### src/rtl/risc_mon_pkg.sv
// -----------------------------------------------------------------------------
// risc_mon_pkg
// Shared definitions for the RISC exit monitor:
//   - FSM state encodings (as localparams and as an enum built on them)
//   - default register-file data/address widths
//   - register indices shared with the core ($at holds the exit flag,
//     $v0 holds the first result)
// -----------------------------------------------------------------------------
package risc_mon_pkg;

    localparam int DEF_DATA_W = 32;
    localparam int DEF_ADDR_W = 5;

    localparam int REG_ZERO = 0;
    localparam int REG_AT   = 1;
    localparam int REG_V0   = 2;

    localparam logic [1:0] ST_IDLE = 2'd0;
    localparam logic [1:0] ST_RUN  = 2'd1;
    localparam logic [1:0] ST_DONE = 2'd2;
    localparam logic [1:0] ST_TOUT = 2'd3;

    typedef enum logic [1:0] {
        S_IDLE = ST_IDLE,
        S_RUN  = ST_RUN,
        S_DONE = ST_DONE,
        S_TOUT = ST_TOUT
    } mon_state_e;

endpackage : risc_mon_pkg

### src/rtl/exit_mon_shadow.sv
// -----------------------------------------------------------------------------
// exit_mon_shadow
// Shadow register bank for NUM_RESULTS consecutive core registers starting at
// RESULT_REG. A register-file write whose address falls inside the window is
// copied into the matching entry while wr_en is high. Address 0 never matches
// because r0 is hardwired in the core.
//
// Ports
//   clk      in   system clock, rising edge
//   rst      in   synchronous reset, active-low; clears all entries
//   clr      in   synchronous clear of all entries (wins over writes)
//   wr_en    in   capture qualifier (monitor is running)
//   rf_we    in   register-file write enable
//   rf_waddr in   register-file write address
//   rf_wdata in   register-file write data
//   sel      in   entry select for the read mux
//   rdata    out  selected entry, 0 when sel >= NUM_RESULTS
// -----------------------------------------------------------------------------
module exit_mon_shadow
    import risc_mon_pkg::*;
#(
    parameter int DATA_W      = DEF_DATA_W,
    parameter int ADDR_W      = DEF_ADDR_W,
    parameter int RESULT_REG  = REG_V0,
    parameter int NUM_RESULTS = 1,
    parameter int SEL_W       = 3
) (
    input  logic              clk,
    input  logic              rst,
    input  logic              clr,
    input  logic              wr_en,
    input  logic              rf_we,
    input  logic [ADDR_W-1:0] rf_waddr,
    input  logic [DATA_W-1:0] rf_wdata,
    input  logic [SEL_W-1:0]  sel,
    output logic [DATA_W-1:0] rdata
);

    logic [DATA_W-1:0]      shadow [NUM_RESULTS];
    logic [NUM_RESULTS-1:0] entry_we;

    always_comb begin
        entry_we = '0;
        for (int i = 0; i < NUM_RESULTS; i++) begin
            entry_we[i] = wr_en && rf_we && (rf_waddr != '0)
                          && (rf_waddr == ADDR_W'(RESULT_REG + i));
        end
    end

    always_ff @(posedge clk) begin
        if (!rst || clr) begin
            for (int i = 0; i < NUM_RESULTS; i++) begin
                shadow[i] <= '0;
            end
        end else begin
            for (int i = 0; i < NUM_RESULTS; i++) begin
                if (entry_we[i]) begin
                    shadow[i] <= rf_wdata;
                end
            end
        end
    end

    always_comb begin
        rdata = '0;
        for (int i = 0; i < NUM_RESULTS; i++) begin
            if (sel == SEL_W'(i)) begin
                rdata = shadow[i];
            end
        end
    end

endmodule : exit_mon_shadow

### src/rtl/risc_exit_monitor.sv
// -----------------------------------------------------------------------------
// risc_exit_monitor
// Watches the core register-file write port and detects program completion
// (SENTINEL written to FLAG_REG). Shadows the result registers, counts RUN
// cycles and raises a sticky timeout when the watchdog limit is hit.
//
// Ports
//   clk      in   system clock, rising edge
//   rst      in   synchronous reset, active-low
//   start    in   pulse: clear counter/shadows and enter RUN
//   rf_we    in   register-file write enable
//   rf_waddr in   register-file write address
//   rf_wdata in   register-file write data
//   res_sel  in   selects captured result (0..NUM_RESULTS-1)
//   res_data out  shadow of register RESULT_REG+res_sel
//   busy     out  monitor is in RUN
//   done     out  completion detected (held until start/reset)
//   timeout  out  watchdog expired (held until start/reset)
//   cycles   out  RUN cycles elapsed, saturating
//   halt     out  only with RISC_EXIT_MON_HALT_EN: registered core
//                 clock-enable gate, high in DONE and TOUT
//
// Build option: define RISC_EXIT_MON_HALT_EN to add the halt output.
//
// state | meaning
// ------+-----------------------------------------------------------
// IDLE  | out of reset, waiting for start
// RUN   | program running; counting, capturing results, watching flag
// DONE  | sentinel seen; results and count frozen
// TOUT  | watchdog expired; results and count frozen
// -----------------------------------------------------------------------------
module risc_exit_monitor
    import risc_mon_pkg::*;
#(
    parameter int DATA_W      = DEF_DATA_W,
    parameter int ADDR_W      = DEF_ADDR_W,
    parameter int FLAG_REG    = REG_AT,
    parameter int SENTINEL    = 1,
    parameter int RESULT_REG  = REG_V0,
    parameter int NUM_RESULTS = 1,
    parameter int SEL_W       = 3,
    parameter int TIMEOUT     = 500,
    parameter int CNT_W       = 32
) (
    input  logic              clk,
    input  logic              rst,
    input  logic              start,
    input  logic              rf_we,
    input  logic [ADDR_W-1:0] rf_waddr,
    input  logic [DATA_W-1:0] rf_wdata,
    input  logic [SEL_W-1:0]  res_sel,
    output logic [DATA_W-1:0] res_data,
    output logic              busy,
    output logic              done,
    output logic              timeout,
    output logic [CNT_W-1:0]  cycles
`ifdef RISC_EXIT_MON_HALT_EN
    ,
    output logic              halt
`endif
);

    localparam logic [CNT_W-1:0] WDOG_LAST = CNT_W'(TIMEOUT - 1);

    mon_state_e state_q, state_d;
    logic       cnt_clr;
    logic       cnt_inc;
    logic       capture_en;
    logic       flag_hit;

    assign flag_hit = rf_we
                      && (rf_waddr == ADDR_W'(FLAG_REG))
                      && (rf_wdata == DATA_W'(SENTINEL));

    always_ff @(posedge clk) begin
        if (!rst) begin
            state_q <= S_IDLE;
        end else begin
            state_q <= state_d;
        end
    end

    // start overrides everything, including a completion or watchdog hit on
    // the same edge: the run is restarted rather than finished.
    always_comb begin
        state_d    = state_q;
        cnt_clr    = 1'b0;
        cnt_inc    = 1'b0;
        capture_en = 1'b0;
        if (start) begin
            state_d = S_RUN;
            cnt_clr = 1'b1;
        end else begin
            case (state_q)
                S_RUN: begin
                    cnt_inc    = 1'b1;
                    capture_en = 1'b1;
                    if (flag_hit) begin
                        state_d = S_DONE;
                    end else if (cycles == WDOG_LAST) begin
                        state_d = S_TOUT;
                    end
                end
                default: state_d = state_q;
            endcase
        end
    end

    always_ff @(posedge clk) begin
        if (!rst || cnt_clr) begin
            cycles <= '0;
        end else if (cnt_inc && (cycles != '1)) begin
            cycles <= cycles + 1'b1;
        end
    end

    assign busy    = (state_q == S_RUN);
    assign done    = (state_q == S_DONE);
    assign timeout = (state_q == S_TOUT);

`ifdef RISC_EXIT_MON_HALT_EN
    // Follows the next state so halt rises and falls on the same edge the
    // FSM enters or leaves DONE/TOUT.
    always_ff @(posedge clk) begin
        if (!rst) begin
            halt <= 1'b0;
        end else begin
            halt <= (state_d == S_DONE) || (state_d == S_TOUT);
        end
    end
`endif

    exit_mon_shadow #(
        .DATA_W      (DATA_W),
        .ADDR_W      (ADDR_W),
        .RESULT_REG  (RESULT_REG),
        .NUM_RESULTS (NUM_RESULTS),
        .SEL_W       (SEL_W)
    ) u_shadow (
        .clk      (clk),
        .rst      (rst),
        .clr      (start),
        .wr_en    (capture_en),
        .rf_we    (rf_we),
        .rf_waddr (rf_waddr),
        .rf_wdata (rf_wdata),
        .sel      (res_sel),
        .rdata    (res_data)
    );

endmodule : risc_exit_monitor
### config.mk
export PLATFORM = sky130hd
export DESIGN_NAME = risc_exit_monitor
export DESIGN_NICKNAME = d
export VERILOG_FILES = /design/src/rtl/risc_mon_pkg.sv /design/src/rtl/exit_mon_shadow.sv /design/src/rtl/risc_exit_monitor.sv
export SDC_FILE = /design/constraint.sdc
export NUM_CORES = 1
export LEC_CHECK = 0
export ABC_AREA = 1
export ABC_CLOCK_PERIOD_IN_PS = 5290
export BUFFER_PORTS_ARGS = -buffer_cell sky130_fd_sc_hd__buf_2
export CAP_MARGIN = 20
export CORE_ASPECT_RATIO = 1.2
export CORE_MARGIN = 2
export CORE_UTILIZATION = 35
export CTS_BUF_LIST = sky130_fd_sc_hd__clkbuf_8 sky130_fd_sc_hd__clkbuf_16
export DETAILED_ROUTE_END_ITERATION = 7
export PLACE_DENSITY = 0.58
export SYNTH_ARGS = -nofsm -noshare
export SYNTH_HDL_FRONTEND = slang
export SYNTH_HIERARCHICAL = 1
export SYNTH_SLANG_ARGS = --single-unit
### constraint.sdc
create_clock -name clk -period 5.29 [get_ports clk]
set_clock_uncertainty 0.1 [all_clocks]
set_input_delay 1.3225 -clock clk [delete_from_list [all_inputs] [get_ports clk]]
set_output_delay 1.3225 -clock clk [all_outputs]
set_load 0.005 [all_outputs]
== Yosys cells after proc, flatten, opt, wreduce, memory -nomap -nowiden ==
Memories as Yosys holds them, arrays and structs flattened.
Index checks and enable logic that the tools add are counted.
Widths: inputs -> output; s select.

* Flip-flop bits (word level): 34
* RAM bits: 32
* Output and inout bits: 67
* Memories: 1

{| class="wikitable"
|+ Memory list
! name !! words !! bits a word !! rd ports !! clocked after Yosys merged registers in !! wr ports !! RTL line !! RTL
|-
| u_shadow.shadow || 1 || 32 || 1 || 0 || 1 || exit_mon_shadow.sv:39 || <nowiki>logic [DATA_W-1:0] shadow [NUM_RESULTS];</nowiki>
|}

* Add/subtract/negate cells: 1
* Equality and inequality tests: 8
* Mux-type cells: 15
* Bitwise gates (word level): 1
* Reductions and logical operators: 18

{| class="wikitable"
|+ Operators by type and width
! cell !! count
|-
| $mux 32 || 2
|-
| $add 32x1->32 const B || 1
|-
| $eq 32x1->1 const B || 1
|-
| $eq 32x9->1 const B || 1
|-
| $ne 32x32->1 const B || 1
|-
| $reduce_or 32->1 || 1
|-
| $mux 1 || 11
|-
| $logic_and 1x1->1 || 6
|-
| $eq 5x1->1 const B || 1
|-
| $eq 5x2->1 const B || 1
|-
| $reduce_bool 5->1 || 1
|-
| $eq 2x2->1 const B || 2
|-
| $mux 2 || 2
|-
| $reduce_and 2->1 || 2
|-
| $reduce_bool 2->1 || 2
|-
| $logic_not 3->1 || 1
|-
| $reduce_bool 3->1 || 1
|-
| $eq 2x1->1 const B || 1
|-
| $logic_or 1x1->1 || 2
|-
| $reduce_or 2->1 || 1
|-
| $logic_not 1->1 || 1
|-
| $not 1->1 || 1
|}

== Depth between registers and ports, before layout ==
* Depth after elaboration: 11
* Mapped depth: 11

== Hierarchy ==
The synthesis kept the hierarchy.

{| class="wikitable"
|+ By module, submodules not included
! module !! instances !! cells an instance !! area an instance (sq um) !! sequential area each (sq um)
|-
| risc_exit_monitor || 1 || 406 || 2,353.5 || 680.7
|-
| exit_mon_shadow || 1 || 182 || 1,659.1 || 960.9
|}

== Least setup slack after synthesis ==
Ideal clock, no wire load.

* Path kind: input port to output port
* Start: input res_sel[1]
* End: output res_data[0]
* Arrival: 1.771 ns
* Required time: 3.868 ns
* Slack: 2.097 ns
* Stages: 4
* Cell sequence: nor2_1 -> nand2_1 -> buf_2 -> nor2_1

* Cells in the longest elaborated chain, start to end: 2

{| class="wikitable"
|+ RTL lines
! item !! RTL line !! RTL
|-
| start: declaration || risc_exit_monitor.sv:51 || <nowiki>input logic [SEL_W-1:0] res_sel,</nowiki>
|-
| $logic_not 3->1 || exit_mon_shadow.sv:67 || <nowiki>if (sel == SEL_W'(i)) begin</nowiki>
|-
| $mux 32 || exit_mon_shadow.sv:67 ||
|-
| end: declaration || risc_exit_monitor.sv:52 || <nowiki>output logic [DATA_W-1:0] res_data,</nowiki>
|}

No other way between the ends.

== Final worst setup path ==
* Start: input res_sel[1]
* End: output res_data[19]

The elaborated chain is that of the path after synthesis.

==> impl_results.md <==
* CTS tree: yes
* Layout Cells excl Fill at 856
* Arrival time worst endpoint at between 2 and 2.5 ns
* Reg-to-reg endpoint: cycles[18]$_SDFFE_PP0P_
* Initial core utilization at 0.362
* Final nets at about 740
* Commonest cells after routing, fill and taps aside: 156 x nand2_1, 137 x nor2_1, 110 x buf_2
* Initial DRC Count at 91
* Busiest metal layer after global routing: met2
* Setup WS pre-CTS at roughly 1.4 ns
* Worst R2R Path Depth at 11
* Status: finished clean
* First-pass GRT wire length at 17300 um
* Clock transition at the registers of the reported paths at approximately 0.05 ns
* Seq/Total Area, Yosys at 0.409
* IO buf count at 110
* Commonest non-fill, non-tap cell in the layout: nand2_1
* Rows at 42
* Crit path capture type: primary output
* Overall routing resource usage at 0.179
* Die Height at 121 um
* Critical Path Fanout Max at 32
* Hold path cells at 2
* Maximum VDD drop at 0.148 mV
* Met3 Resource Use GR at 0.0253
* Hold endpoint: state_q[0]$_SDFFE_PN0P_
* Unrepaired setup endpoints after global routing: false
* FMAX at between 200 and 300 MHz
* CTS Sinks at 66
* GR Overflow Total at 0
* Die Wd at between 100 and 150 um
* Endpoints failing setup at 0
* Via count at 3900
* Total CTS buffers at 9
* Vias in the first global route at ~3800
* Largest net degree at the start of global routing at 33
* Reg-to-Reg Start: cycles[0]$_SDFFE_PP0P_
* Total power draw at about 1200 uW
* Warnings from Yosys at 6
* Met1 Usage GRT at 0.208
* Initial antenna violation count at 0
* Hold Buf Count CTS at 0
* Final ANT Viol Nets at 0
* Max-cap violation count at 0
* R2R Setup Slk at about 3.1 ns
* GR Util met2 at 0.313
* Cell count after placement at 840
* Detailed Route WL at between 10000 and 15000 um
* Post-synthesis cell area at roughly 4000 um^2
* Placeable Area at around 11000 um^2
* Cells after synthesis at roughly 590
* Remaining DRCs at 0
* Register bit total from synthesis at 66
* Proportion of layout cells with a drive suffix above 1 at 0.241
* Slew HR at 0.366
* Critical Path Start Type: input pin
* Worst hold start: state_q[0]$_SDFFE_PN0P_
* Setup Fix Bufs, Post-CTS at 0
* Count of pins over their slew limit at 0
* Clock root buffer: clkbuf_16
* Worst min-delay path category: reg2reg
* Util after Layout at 0.448
* Worst skew pair latency at 0.33 ns
* Crit Path Class: in2out
* Fin. Hold Viols at 0
* PwrDens at between 200 and 300 nW/um^2
* IO Pins at approximately 110
* Diodes inserted at 0
* Final period utilization at 0.738
* Worst setup margin at 1.39 ns
* Vias per cell at between 4 and 5
* Lkg Pwr at approximately 0.0023 uW
* Gpl congestion at 0.865
* Post_cts resized at 0
* Routed wire per std cell at about 12 um
* Synth Area per Inst at 6.82 um^2
* Syn nets at roughly 630
* Final TNS setup at 0 ns
* DRT Pass-1 Iters at 4
* H-tree levels at 3
* Area Overhead vs Synth at 23.8%
* CTS Buffer Depth at 2
* Die ar. at between 10000 and 15000 um^2
* Tmin final at 3.90 ns
* Unique masters post-synth at 28
* Hpwl dp at a little over 8000 um
* Critical Path RT at ~3.9 ns
* Measured slew at the worst slew-check pin at 0.948 ns
## power by group
part	switching, uW	internal (uW)	leakage, uW
Sequential	3.91	546	0.000631
Combinational	47.5	24.5	0.00147
Clock	215	407	0.000154
## registers in the layout (all words and copies together) (netlist names)
signal and cells:
state_q 2, u_shadow/shadow 32, cycles 32
## cell usage after synthesis
cell,n,share of area
dfxtp_1,34,0.17
o21ai_1,3,0.0037
a21oi_1,25,0.031
and2_1,1,0.0016
o21ai_0,2,0.0025
nor3_1,3,0.0037
xnor2_1,3,0.0065
nand3_1,11,0.014
buf_6,7,0.020
nor2_2,33,0.051
nor2_1,137,0.13
nand2_1,156,0.15
nand3b_1,8,0.015
inv_1,93,0.087
nand3_4,1,0.0044
nand2_4,1,0.0028
clkbuf_1,2,0.0019
nand2_2,2,0.0031
edfxtp_1,32,0.24
nor2_4,5,0.014
buf_2,4,0.0050
xor2_1,10,0.022
nand4_1,10,0.016
clkinv_1,1,0.00093
ha_1,1,0.0031
inv_4,1,0.0016
or3_1,1,0.0016
nand2_8,1,0.0050
## critical path, stage by stage
cell and delay, ns:
buf_2 0.09, nor2_1 0.11, nand2_1 0.54, nor2_1 0.27, buf_2 0.15
## cell type report
| cell class | instances | area, um^2 |
|---|---|---|
| clock inverters | 7 | 85.1 |
| repair buffers | 111 | 558 |
| flip-flops and latches | 66 | 1640 |
| clock buffers | 9 | 225 |
| multi-input cells | 414 | 1910 |
| well taps | 154 | 193 |
| fillers | 1161 | 6120 |
| inverters | 95 | 359 |
## cell families (layout without fill, tap and decap cells)
group,count (synthesis),after routing,synth area share
simple gates,370,370,0.406
xor+xnor,13,13,0.0284
compound gates,30,30,0.0374
fa+ha+maj,1,1,0.00312
buf+inv,108,222,0.116
flops,66,66,0.409
## through the flow
step           hold WS, ns  area [um^2]
3_3_place_gp         0.382         4660
5_1_grt              0.426         4970
4_1_cts              0.404         4970
3_5_place_dp         0.396         4660
2_1_floorplan        0.370         4010
6_report             0.400         4970
## per-layer routing
layer	wire [um]	share of wire	vias to the layer above
li1	-	-	2001
met1	4590	0.43	1756
met2	5170	0.49	122
met3	602	0.057	21
met4	281	0.026	0
met5	0	0	-
## how the worst max path moves through the flow
| stage | start | to | cells after the start |
|---|---|---|---|
| final | res_sel[1] | res_data[19] | 5 |
| after global routing | res_sel[1] | res_data[15] | 5 |
| after CTS | res_sel[1] | res_data[3] | 5 |
| after detailed placement | res_sel[1] | res_data[3] | 5 |
| after global placement | res_sel[1] | res_data[21] | 5 |
| after floorplan | res_sel[1] | res_data[0] | 4 |
Power figures use the tool's default switching activity.
